**src/rtl/id_hazard_ctrl_pkg.sv**
```systemverilog
// rtl/id_hazard_ctrl_pkg.sv - shared types and opcode constants for the ID hazard controller
package id_hazard_ctrl_pkg;

  localparam logic [6:0] OPC_LOAD    = 7'b0000011;
  localparam logic [6:0] OPC_OPIMM   = 7'b0010011;
  localparam logic [6:0] OPC_JALR    = 7'b1100111;
  localparam logic [6:0] OPC_STORE   = 7'b0100011;
  localparam logic [6:0] OPC_BRANCH  = 7'b1100011;
  localparam logic [6:0] OPC_LUI     = 7'b0110111;
  localparam logic [6:0] OPC_AUIPC   = 7'b0010111;
  localparam logic [6:0] OPC_JAL     = 7'b1101111;
  localparam logic [6:0] OPC_OP      = 7'b0110011;
  localparam logic [6:0] OPC_SYSTEM  = 7'b1110011;
  localparam logic [6:0] OPC_MISCMEM = 7'b0001111;

  // Redirect down-counter is sized for the largest legal FLUSH_CYCLES (15)
  localparam int unsigned FLUSH_CNT_W = 4;

  typedef enum logic [2:0] {
    IMM_TYPE_I,
    IMM_TYPE_S,
    IMM_TYPE_B,
    IMM_TYPE_U,
    IMM_TYPE_J,
    IMM_TYPE_R
  } imm_sel_e;

  typedef enum logic {
    HZ_RUN,
    HZ_REDIRECT
  } hz_state_e;

endpackage

```
**src/rtl/id_hazard_ctrl_imm_type_decode.sv**
```systemverilog
// rtl/id_hazard_ctrl_imm_type_decode.sv - opcode to immediate type, register usage and legality
module imm_type_decode
  import id_hazard_ctrl_pkg::*;
(
  input  logic [6:0] opcode_i,
  output imm_sel_e   imm_sel_o,
  output logic       rs1_used_o,
  output logic       rs2_used_o,
  output logic       illegal_o
);

  always_comb begin
    imm_sel_o  = IMM_TYPE_R;
    rs1_used_o = 1'b1;
    rs2_used_o = 1'b0;
    illegal_o  = 1'b0;
    case (opcode_i)
      OPC_LOAD, OPC_OPIMM, OPC_JALR: imm_sel_o = IMM_TYPE_I;
      OPC_STORE: begin
        imm_sel_o  = IMM_TYPE_S;
        rs2_used_o = 1'b1;
      end
      OPC_BRANCH: begin
        imm_sel_o  = IMM_TYPE_B;
        rs2_used_o = 1'b1;
      end
      OPC_LUI, OPC_AUIPC: begin
        imm_sel_o  = IMM_TYPE_U;
        rs1_used_o = 1'b0;
      end
      OPC_JAL: begin
        imm_sel_o  = IMM_TYPE_J;
        rs1_used_o = 1'b0;
      end
      OPC_OP:                  rs2_used_o = 1'b1;
      OPC_SYSTEM, OPC_MISCMEM: ;
      default:                 illegal_o  = 1'b1;
    endcase
  end

endmodule

```
**src/rtl/id_hazard_ctrl.sv**
```systemverilog
// rtl/id_hazard_ctrl.sv - ID stage load-use stall, redirect flush sequencing and perf counters
module id_hazard_ctrl
  import id_hazard_ctrl_pkg::*;
#(
  parameter int unsigned FLUSH_CYCLES = 1,
  parameter int unsigned CNT_WIDTH    = 32
) (
  input  logic                 clk,
  input  logic                 rst_n,
  input  logic [31:0]          instr_i,
  input  logic                 id_valid_i,
  input  logic                 ex_valid_i,
  input  logic                 ex_mem_read_i,
  input  logic [4:0]           ex_rd_i,
  input  logic                 branch_taken_i,
  input  logic                 ex_busy_i,
  output imm_sel_e             ImmSel_o,
  output logic                 stall_if_o,
  output logic                 stall_id_o,
  output logic                 flush_id_o,
  output logic                 bubble_ex_o,
  output logic                 illegal_instr_o,
  output logic [CNT_WIDTH-1:0] stall_cnt_o,
  output logic [CNT_WIDTH-1:0] flush_cnt_o
);

  localparam logic [FLUSH_CNT_W-1:0] RELOAD  = FLUSH_CNT_W'(FLUSH_CYCLES - 1);
  localparam logic [CNT_WIDTH-1:0]   CNT_MAX = '1;

  logic       rs1_used, rs2_used, opc_illegal, hz;
  logic [4:0] rs1, rs2;
  logic       unused_instr_bits;

  hz_state_e                state_q, state_d;
  logic [FLUSH_CNT_W-1:0]   fcnt_q, fcnt_d;
  logic [CNT_WIDTH-1:0]     stall_cnt_q, stall_cnt_d;
  logic [CNT_WIDTH-1:0]     flush_cnt_q, flush_cnt_d;
  logic                     stall, flush, bubble;

  imm_type_decode u_decode (
    .opcode_i   (instr_i[6:0]),
    .imm_sel_o  (ImmSel_o),
    .rs1_used_o (rs1_used),
    .rs2_used_o (rs2_used),
    .illegal_o  (opc_illegal)
  );

  assign rs1               = instr_i[19:15];
  assign rs2               = instr_i[24:20];
  assign unused_instr_bits = ^{instr_i[31:25], instr_i[14:7]};
  assign illegal_instr_o   = id_valid_i & opc_illegal;

  assign hz = id_valid_i & ex_valid_i & ex_mem_read_i & (ex_rd_i != 5'd0) &
              ((rs1_used & (rs1 == ex_rd_i)) | (rs2_used & (rs2 == ex_rd_i)));

  always_comb begin
    state_d     = state_q;
    fcnt_d      = fcnt_q;
    stall_cnt_d = stall_cnt_q;
    flush_cnt_d = flush_cnt_q;
    stall       = 1'b0;
    flush       = 1'b0;
    bubble      = 1'b0;
    if (branch_taken_i) begin
      flush  = 1'b1;
      bubble = 1'b1;
      if (flush_cnt_q != CNT_MAX) flush_cnt_d = flush_cnt_q + CNT_WIDTH'(1);
      if (FLUSH_CYCLES > 1) begin
        state_d = HZ_REDIRECT;
        fcnt_d  = RELOAD;
      end
    end else if (state_q == HZ_REDIRECT) begin
      flush  = 1'b1;
      bubble = 1'b1;
      fcnt_d = fcnt_q - 1'b1;
      if (fcnt_q == FLUSH_CNT_W'(1)) state_d = HZ_RUN;
    end else if (ex_busy_i) begin
      // EX keeps its own in-flight op, so no bubble is injected
      stall = 1'b1;
    end else if (hz) begin
      stall  = 1'b1;
      bubble = 1'b1;
      if (stall_cnt_q != CNT_MAX) stall_cnt_d = stall_cnt_q + CNT_WIDTH'(1);
    end
  end

  always_ff @(posedge clk or negedge rst_n) begin
    if (!rst_n) begin
      state_q     <= HZ_RUN;
      fcnt_q      <= '0;
      stall_cnt_q <= '0;
      flush_cnt_q <= '0;
    end else begin
      state_q     <= state_d;
      fcnt_q      <= fcnt_d;
      stall_cnt_q <= stall_cnt_d;
      flush_cnt_q <= flush_cnt_d;
    end
  end

  // Control outputs are combinational, so reset must mask them directly
  assign stall_if_o  = rst_n & stall;
  assign stall_id_o  = rst_n & stall;
  assign flush_id_o  = rst_n & flush;
  assign bubble_ex_o = rst_n & bubble;
  assign stall_cnt_o = stall_cnt_q;
  assign flush_cnt_o = flush_cnt_q;

endmodule

```
**config.mk**
```make
export PLATFORM = sky130hd
export DESIGN_NAME = id_hazard_ctrl
export DESIGN_NICKNAME = d
export VERILOG_FILES = /design/src/rtl/id_hazard_ctrl_pkg.sv /design/src/rtl/id_hazard_ctrl_imm_type_decode.sv /design/src/rtl/id_hazard_ctrl.sv
export SDC_FILE = /design/constraint.sdc
export NUM_CORES = 1
export LEC_CHECK = 0
export BUFFER_PORTS_ARGS = -buffer_cell sky130_fd_sc_hd__buf_2
export CORE_ASPECT_RATIO = 1.1
export CORE_MARGIN = 2
export CORE_UTILIZATION = 48
export CTS_BUF_LIST = sky130_fd_sc_hd__clkbuf_2 sky130_fd_sc_hd__clkbuf_4 sky130_fd_sc_hd__clkbuf_8
export CTS_CLUSTER_SIZE = 20
export DETAILED_ROUTE_END_ITERATION = 10
export GPL_TIMING_DRIVEN = 1
export PLACE_DENSITY = 0.75
export SETUP_SLACK_MARGIN = 0.4
export SLEW_MARGIN = 10
export SYNTH_ARGS = -nofsm -noshare
export SYNTH_HDL_FRONTEND = slang
export SYNTH_SLANG_ARGS = --single-unit
```
**constraint.sdc**
```tcl
create_clock -name clk -period 2.5 [get_ports clk]
set_clock_uncertainty 0.15 [all_clocks]
set_input_delay 0.625 -clock clk [delete_from_list [all_inputs] [get_ports clk]]
set_output_delay 0.625 -clock clk [all_outputs]
set_load 0.01 [all_outputs]
```
### Yosys cells after proc, flatten, opt, wreduce, memory -nomap -nowiden

Index checks and enable logic that the tools add are counted.

| storage, ports and cells | value |
|---|---|
| logic and storage cells | 61 |
| bits of input ports | 44 |
| flip-flop bits (word level) | 69 |
| output and inout bits | 72 |

| cells by class | value |
|---|---|
| bitwise operators | 14 |
| equal/unequal tests | 16 |
| $add $sub $neg | 3 |
| multiplexer cells | 15 |
| reductions and logical operators | 9 |

Operator list:

| kind | count |
|---|---|
| adder 32 x 1 -> 32 bit (second input constant) | 2 |
| != test 32 bit (second input constant) | 2 |
| == test 7 bit (second input constant) | 4 |
| == test 7 x 6 -> 1 bit (second input constant) | 3 |
| case mux 3 bit (5 select lines) | 1 |
| == test 7 x 5 -> 1 bit (second input constant) | 2 |
| 2-to-1 mux 1 bit | 14 |
| OR reduction 11 bit | 1 |
| AND 1 bit | 10 |
| == test 5 bit | 2 |
| OR reduction 3 bit | 3 |
| == test 7 x 2 -> 1 bit (second input constant) | 1 |
| == test 7 x 4 -> 1 bit (second input constant) | 1 |
| AND reduction 5 bit | 1 |
| nonzero test 5 bit | 1 |
| == test 4 x 1 -> 1 bit (second input constant) | 1 |
| AND reduction 2 bit | 2 |
| subtractor 4 x 1 -> 4 bit (second input constant) | 1 |
| NOT 1 bit | 3 |
| OR reduction 2 bit | 1 |
| bitwise OR 1 bit | 1 |

### Depth between registers and ports, before layout

Gate-level depths: netlist of run 1.

| depth | value |
|---|---|
| depth after elaboration | 11 |
| gate-level depth with buffers | 8 |
| mapped depth without buffers | 7 |

### By module

Synthesis of run 1 repeated with hierarchy kept, for this count alone.

| second synthesis, totals | value |
|---|---|
| cells, all modules | 365 |
| area total of the unflattened synthesis | 3662.3 um^2 |

Modules (own cells, without submodules):

| module | area each (um^2) | instances | cells each | sequential area each (um^2) |
|---|---|---|---|---|
| id_hazard_ctrl | 3503.4 | 1 | 342 | 1726.7 |
| imm_type_decode | 158.9 | 1 | 23 | 0.0 |

### Worst setup path after synthesis of run 1

Ideal clock, no wire load.

| path | value |
|---|---|
| path kind | input port to output port |
| start | input instr_i[3] |
| end | output stall_if_o |
| arrival | 1.925 ns |
| buffers on the path | 1 |
| path slack | -0.200 ns |
| required time | 1.725 ns |
| cell stages on the path | 7 |
| cells stage by stage | or3b_2 a21oi_1 nor2_1 a31oi_1 nor2_1 o211a_1 buf_4 |

| on the way | value |
|---|---|
| word-level cells in the longest chain between the ends | 11 |
| elaborated cells on any way between the ends | 19 |
| those cells by class | 6 x eq/ne; 6 x mux; 5 x bitwise; 2 x reduce/logical |

Ends and longest elaborated chain:

| what | line | RTL |
|---|---|---|
| start, declared | id_hazard_ctrl.sv:10 | `input logic [31:0] instr_i,` |
| == test 7 x 6 -> 1 bit (tied with other cells) | id_hazard_ctrl_imm_type_decode.sv:17 | `case (opcode_i)` |
| OR reduction 3 bit (no line) | -- |  |
| 2-to-1 mux 1 bit | id_hazard_ctrl_imm_type_decode.sv:17 |  |
| AND 1 bit | id_hazard_ctrl.sv:54 | `((rs1_used & (rs1 == ex_rd_i)) \| (rs2_used & (rs2 == ex_rd_i)));` |
| bitwise OR 1 bit (*) | id_hazard_ctrl.sv:54 |  |
| AND 1 bit (*) | id_hazard_ctrl.sv:53 | `assign hz = id_valid_i & ex_valid_i & ex_mem_read_i & (ex_rd_i != 5'd0) &` |
| 2-to-1 mux 1 bit (*) | id_hazard_ctrl.sv:80 | `end else if (hz) begin` |
| 2-to-1 mux 1 bit (*) | id_hazard_ctrl.sv:77 | `end else if (ex_busy_i) begin` |
| 2-to-1 mux 1 bit (*) | id_hazard_ctrl.sv:72 | `end else if (state_q == HZ_REDIRECT) begin` |
| 2-to-1 mux 1 bit (*) | id_hazard_ctrl.sv:64 | `if (branch_taken_i) begin` |
| AND 1 bit (*) | -- |  |
| end, declared | id_hazard_ctrl.sv:18 | `output logic stall_if_o,` |

Every way passes the cells marked *; elsewhere a longest branch is shown, timed or not.

### Worst setup path in the final report of run 1

| path | value |
|---|---|
| start | input ex_rd_i[1] |
| end | output bubble_ex_o |

| on the way | value |
|---|---|
| word-level cells in the longest chain between the ends | 9 |
| elaborated cells on any way between the ends | 13 |
| those cells by class | 2 x eq/ne; 4 x mux; 6 x bitwise; 1 x reduce/logical |

Ends and longest elaborated chain:

| what | line | RTL |
|---|---|---|
| start, declared | id_hazard_ctrl.sv:14 | `input logic [4:0] ex_rd_i,` |
| == test 5 bit | id_hazard_ctrl.sv:54 |  |
| AND 1 bit | id_hazard_ctrl.sv:54 |  |
| bitwise OR 1 bit | id_hazard_ctrl.sv:54 |  |
| AND 1 bit (*) | id_hazard_ctrl.sv:53 |  |
| 2-to-1 mux 1 bit (*) | id_hazard_ctrl.sv:80 |  |
| 2-to-1 mux 1 bit (*) | id_hazard_ctrl.sv:77 |  |
| 2-to-1 mux 1 bit (*) | id_hazard_ctrl.sv:72 |  |
| 2-to-1 mux 1 bit (*) | id_hazard_ctrl.sv:64 |  |
| AND 1 bit (*) | id_hazard_ctrl.sv:105 | `assign bubble_ex_o = rst_n & bubble;` |
| end, declared | id_hazard_ctrl.sv:21 | `output logic bubble_ex_o,` |

Marks and branches as above.

==> results_dict.tcl, run 1 <==
set metrics [dict create \
    setup_viol 26 \
    arrival_ps 1950 \
    synth_cells 362 \
    maxCapViolations 0 \
    required_ps 1730 \
    fin_crit_sh 1.09 \
    drc 0 \
    path_cells "buf_2 > or4_1 > o2111ai_2 > nor2_1 > a31o_2 > buf_6" \
    max_stage_delay_ps 530 \
    holdWs_ps 332 \
    synthMuxAreaShare 0.00885 \
    drv_slew 0 \
    synth_top_family_by_area "simple AND/OR/NAND/NOR gates" \
    hold_violations 0 \
    synth_edf_count 0 \
    critPathBufInv 2 \
    synth.area.top_cells "dfrtp_1 (47%), xnor2_1 (12%), nand4_1 (4.9%)" \
    syn2layout_area_growth_pct 43.2 \
    start_util 0.495 \
    fin_nets 560 \
    avgSynthCellArea_um2 10.2 \
    fp-row-count 33 \
    rsz0062_at_grt "true" \
    fin_setup_tns_ps -2010 \
    cts_tree "yes" \
    syn-cell-area_um2 3680 \
    cts_max_level 3 \
    first_global_vias 3269 \
    crit_family "simple AND/OR/NAND/NOR gates" \
    cts_buffer_depth 2 \
    routed_wl_um 9660 \
    die_h_um 95.8 \
    crit_fanout 3 \
    tightest_slew_ps 870 \
    synth_compound_area_frac 0.0453 \
    irDropWorstVdd_uv 425 \
    maxSlewHeadroom 0.420 \
    async_flop_share 1.00 \
    worstSetupEndpointType "output port" \
    mostFrequentLayoutCells "buf_2 (94), dfrtp_1 (68), xnor2_1 (45)" \
    vias_per_cell 5.53 \
    root_buffer "clkbuf_8" \
    antenna_found_initial 0 \
    p_per_area_nw_per_um2 456 \
    yosys.area_share.simple 0.269 \
    path_clk_slew_ps 70 \
    gp_congestion 0.867 \
    max_freq_mhz 366 \
    clk_latency_ps 340 \
    slowest_stage "or4_1" \
    synth_top_area_frac 0.470 \
    status "complete, but fails checks" \
    synth-xor-area-share 0.171 \
    grt_pass1_wl_um 15200 \
    yosysWarnings 0 \
    postLayoutCoreUtil 0.708 \
    seq_area_frac_synth 0.470 \
    p_total_mw 2.40 \
    drt_iter0_markers 199 \
    violations "negative setup slack" \
    diodes 0 \
    drive_above_1_share 0.436 \
    holdBufCountCts 0 \
    numCtsBuffers 9 \
    worstSetupStartpointType "input port" \
    grt_usage 0.230 \
    final.min_clock_period_ps 2730 \
    min_path_type "register to register" \
    synth_seq_cells 69 \
    antenna_left 0 \
    synthAdderAreaFrac 0.0136 \
    place_ws_ps -299 \
    num_vias 3337 \
    io_buffers 100 \
    path_class "input port to output port" \
    p_leak_nw 2.65 \
    wire_per_inst_um 16.0 \
    cts.sinks 69 \
    die_x_um 87.4 \
    first_pass_iters 4 \
    synth.distinct_cells 48 \
    final_common_cell "buf_2" \
    core_area_um2 7430 \
    num_io_pins 116 \
    fin_ws_ps -229 \
    grt_start_max_net_pins 70 \
    die_area_um2 8380 \
    nFillCells 514 \
    syn_nets 410 \
    gr-total-overflow 0 \
    synth_top_cell_by_area "dfrtp_1" \
    dp_hpwl_um 6170 \
    synthFlopType "dfrtp_1" \
]
[synthesized netlist by cell type (2+ instances only)]
library cell  number
a21oi_1            6
a31oi_1            3
and2_1             5
and3_1            19
and4_1             6
buf_2              4
clkbuf_1           5
dfrtp_1           69
ha_1               4
inv_1             10
nand2_1           29
nand2b_1           4
nand3_1           29
nand3b_1           2
nand4_1           29
nor2_1            22
nor2b_1            3
nor3_1             7
nor4_1             6
nor4_2             2
o21ai_0            2
or4_1              2
xnor2_1           50
xor2_1            20
[path summary, 6_finish.rpt]
kind                                                 start                     endpoint  slack [ps]  cells after the start
worst max register to register  stall_cnt_o[2]$_DFFE_PN0P_  stall_cnt_o[29]$_DFFE_PN0P_         -50                      6
worst min-delay path                 fcnt_q[3]$_DFFE_PN0P_        fcnt_q[3]$_DFFE_PN0P_         330                      1
worst max-delay path                            ex_rd_i[1]                  bubble_ex_o        -230                      6
max in group asynchronous                            rst_n   flush_cnt_o[6]$_DFFE_PN0P_        1130                      2
min in group asynchronous                            rst_n  stall_cnt_o[19]$_DFFE_PN0P_         400                      2
worst min register to register       fcnt_q[3]$_DFFE_PN0P_        fcnt_q[3]$_DFFE_PN0P_         330                      1
[metal layers]
layer	global-route usage	part of all wire	vias to the layer above
met5	0	0	-
met4	0.104	0.024	0
met3	0.0386	0.043	21
met2	0.375	0.52	102
met1	0.299	0.42	1625
li1	-	-	1589
[registers in the layout (all words and copies together), names as in the netlist]
| signal | count |
|---|---|
| flush_cnt_o | 32 |
| stall_cnt_o | 32 |
| fcnt_q | 4 |
| state_q | 1 |
[worst reg2reg max path, delay by kind of cell, from the launching register on]
kind,cells,cell delay [ps]
and+or+nand+nor,5,1640
DFF,1,480
xor gates and xnor gates,1,150
[report_power, final]
| group | leakage (nW) | switching (mW) | total [mW] | internal, mW |
|---|---|---|---|---|
| clock | 0.0877 | 0.418 | 0.792 | 0.374 |
| sequential | 0.946 | 0.0803 | 1.25 | 1.17 |
| combinational | 1.62 | 0.187 | 0.356 | 0.169 |
| total | 2.65 | 0.685 | 2.40 | 1.71 |
[layout make-up]
| class | instances | area [um2] | area share |
|---|---|---|---|
| clock inverters | 5 | 27.5 | 0.00523 |
| well taps | 87 | 109 | 0.0207 |
| repair buffers | 149 | 1040 | 0.197 |
| multi-input cells | 273 | 2190 | 0.415 |
| inverters | 10 | 37.5 | 0.00713 |
| clock buffers | 10 | 138 | 0.0262 |
| flip-flops and latches | 69 | 1730 | 0.328 |
[timing repair]
action,CTS,global route
pin swaps,37,24
gates resized for setup,62,35
endpoints found under the hold margin,0,0
buffers inserted,8,13
endpoints found under the setup margin,41,57
gates cloned,1,0
[through the flow]
stage	cells	instance area, um2
2_1_floorplan	362	3700
3_3_place_gp	566	4470
3_5_place_dp	566	4470
4_1_cts	590	5000
5_1_grt	603	5260
6_report	603	5260
[cell families (layout without fill, tap and decap cells)]
| kind of cell | Yosys count | in the layout |
|---|---|---|
| adders and majority gates | 4 | 4 |
| buffers and inverters | 20 | 174 |
| muxes | 3 | 3 |
| AOI/OAI and AO/OA | 22 | 22 |
| xor gates and xnor gates | 71 | 71 |
| and+or+nand+nor | 173 | 173 |
| DFF | 69 | 69 |
Note: power is estimated with default switching activity, not from simulation.
==> run 2, diff against run 1 <==
--- a/config.mk
+++ b/config.mk
@@ -5,10 +5,11 @@
 export SDC_FILE = /design/constraint.sdc
 export NUM_CORES = 1
 export LEC_CHECK = 0
+export ABC_AREA = 1
 export BUFFER_PORTS_ARGS = -buffer_cell sky130_fd_sc_hd__buf_2
 export CORE_ASPECT_RATIO = 1.1
 export CORE_MARGIN = 2
-export CORE_UTILIZATION = 48
+export CORE_UTILIZATION = 50
 export CTS_BUF_LIST = sky130_fd_sc_hd__clkbuf_2 sky130_fd_sc_hd__clkbuf_4 sky130_fd_sc_hd__clkbuf_8
 export CTS_CLUSTER_SIZE = 20
 export DETAILED_ROUTE_END_ITERATION = 10
==> run 2 against run 1 <==
The run now ends clean. Non-clock buffer count is 10 lower. Routed wire length up 39%. Combinational power grew 70%. Fmax is 9.2% higher. Critical path depth grew 3. Die area grew 20%. Hold slack lost 3.4 ps. Power up 30%. Flip-flop and latch count unchanged.
==> results_dict.tcl, run 2 <==
set metrics [dict create \
    p_leak_nw 3.32 \
    slowest_stage "xnor2_2" \
    setup_viol 0 \
    drc 0 \
    use_met2 0.449 \
    p_per_area_nw_per_um2 482 \
    root_buffer "clkbuf_8" \
    drt_iter0_markers 220 \
    final.min_clock_period_ps 2500 \
    drive_above_1_share 0.352 \
    postPlaceCellArea_um2 5360 \
    grt_start_max_net_pins 70 \
    fin_area_um2 6450 \
    status "finished, final reports clean" \
    wire_per_inst_um 15.0 \
    hold_path_end "fcnt_q[3]$_DFFE_PN0P_" \
    final_common_cell "nand2_1" \
    die_x_um 95.7 \
    drv_slew 0 \
    yosysMostFrequentCell "nand2_1" \
    dp_hpwl_um 8530 \
    maxSlewHeadroom 0.397 \
    reg2reg_from "stall_cnt_o[1]$_DFFE_PN0P_" \
    core_area_um2 8920 \
    irDropWorstVdd_uv 535 \
    num_io_pins 116 \
    async_flop_share 1.00 \
    fp-row-count 36 \
    min_path_type "register to register" \
    syn-cell-area_um2 4630 \
    grt_util_met3 0.0541 \
    holdBufCountCts 0 \
    antenna_found_initial 0 \
    rrSetupSlack_ps 300 \
    max_freq_mhz 400 \
    path_clk_slew_ps 70 \
    synthFlopType "dfrtp_1" \
    routed_wl_um 13400 \
    io_buffers 100 \
    reg2reg_to "stall_cnt_o[22]$_DFFE_PN0P_" \
    clk_latency_ps 350 \
    cts_max_level 3 \
    synth_top_cell_by_area "dfrtp_1" \
    worstSetupEndpointType "output port" \
    die_area_um2 10000 \
    first_pass_iters 5 \
    cts.sinks 69 \
    top_usage_layer "met2" \
    vias_per_cell 5.36 \
    die_h_um 105 \
    synth_edf_count 0 \
    path_class "input port to output port" \
    whs_path_depth 1 \
    crit_fanout 3 \
    synth.area.top_cells "dfrtp_1 (37%), nand2_1 (12%), inv_1 (9.1%)" \
    synth_top_area_frac 0.373 \
    grt_usage 0.262 \
    hold_violations 0 \
    first_global_vias 4623 \
    max_stage_delay_ps 160 \
    fin_nets 822 \
    cts_tree "yes" \
    holdCritStartpoint "fcnt_q[3]$_DFFE_PN0P_" \
    maxCapViolations 0 \
    synth.distinct_cells 34 \
    rsz0062_at_grt "true" \
    syn2layout_area_growth_pct 39.5 \
    start_util 0.519 \
    arrival_ps 1720 \
    gp_congestion 0.873 \
    synth_cells 637 \
    worstSetupStartpointType "input port" \
    use_met1 0.315 \
    seq_area_frac_synth 0.373 \
    antenna_left 0 \
    cts_buffer_depth 2 \
    synth_seq_cells 69 \
    postLayoutCoreUtil 0.724 \
    syn_nets 685 \
    synth_commonest_cells "nand2_1 (147), inv_1 (112), dfrtp_1 (69), nor2_1 (64), nand3_1 (63)" \
    fin_crit_sh 0.999 \
    diodes 0 \
    reg2reg_depth 13 \
    gr-total-overflow 0 \
    tightest_slew_ps 905 \
    nFillCells 680 \
    path_cells "buf_2 > xnor2_2 > nand2_1 > nor2_2 > nand3_2 > nand2_2 > nand3_2 > a21oi_2 > buf_2" \
    grt_pass1_wl_um 20900 \
    numCtsBuffers 9 \
    num_vias 4784 \
    yosysWarnings 0 \
    mostFrequentLayoutCells "nand2_1 (135), inv_1 (107), buf_2 (86)" \
    avgSynthCellArea_um2 7.26 \
    required_ps 1730 \
]
## run 2: changes by cell type in the layout (fill, tap and decap cells not counted), moves of 13 or more
cell      change
nand3_2      +40
xor2_1       +13
nand2_2      +20
nand2_1     +111
nor3_1       +16
and3_1       -15
o21bai_1     +32
xnor2_1      -35
nand4_1      -17
nor2_1       +40
inv_1        +99
## run 2: worst max path at each step
stage / from / to / slack [ps]
6_report: instr_i[17] / bubble_ex_o / 1
3_5_place_dp: instr_i[4] / illegal_instr_o / -100
4_1_cts: instr_i[6] / stall_id_o / 80
2_1_floorplan: ex_rd_i[1] / stall_if_o / 150
5_1_grt: instr_i[17] / bubble_ex_o / -50
3_3_place_gp: instr_i[4] / illegal_instr_o / -60
## run 2: cells by family (layout without fill, tap and decap cells)
family	Yosys count	count (layout)	share of synthesized area
compound gates	46	46	0.0698
simple gates	348	348	0.351
buf+inv	127	269	0.114
flops	69	69	0.373
fa+ha+maj	4	4	0.0108
xor+xnor	43	43	0.0814
## run 2: stage by stage
step           cells  TNS [ps]  worst slack [ps]  power [mW]  hold slack, ps
6_report         893         0              1.29        3.11             329
5_1_grt          893     -98.2             -54.1        3.27             346
4_1_cts          882         0              77.4        3.02             330
3_5_place_dp     848      -131             -96.2        1.83             320
3_3_place_gp     848      -114             -63.4        1.80             310
2_1_floorplan    637         0               154        1.63             179
## run 2: area by class of cell
class	instances	area (um2)	area share
multi-input cells	441	2840	0.440
flip-flops and latches	69	1730	0.268
repair buffers	139	1040	0.162
inverters	114	447	0.0692
clock buffers	11	145	0.0225
well taps	114	143	0.0221
clock inverters	5	108	0.0167
## run 2: repair_timing
| item | in CTS | in global routing |
|---|---|---|
| endpoints found under the setup margin | 39 | 71 |
| pin swaps | 23 | 48 |
| gates resized for setup | 51 | 77 |
| cloned | 3 | 0 |
| buffers inserted | 15 | 11 |
## run 2: per-layer routing
metal,routed length [um],up-vias
met3,674,37
li1,-,2266
met4,324,0
met5,0,-
met1,5190,2315
met2,7240,166
## run 2: where the power goes
group          switching, mW  internal, mW  total [mW]
logic                  0.328         0.277       0.605
registers              0.125          1.22        1.34
clock network          0.459         0.705        1.16
## run 2: critical path: cells and delay by family
| kind | cells | cell delay [ps] |
|---|---|---|
| simple gates | 5 | 500 |
| compound gates | 1 | 160 |
| buf+inv | 2 | 270 |
| xor+xnor | 1 | 160 |
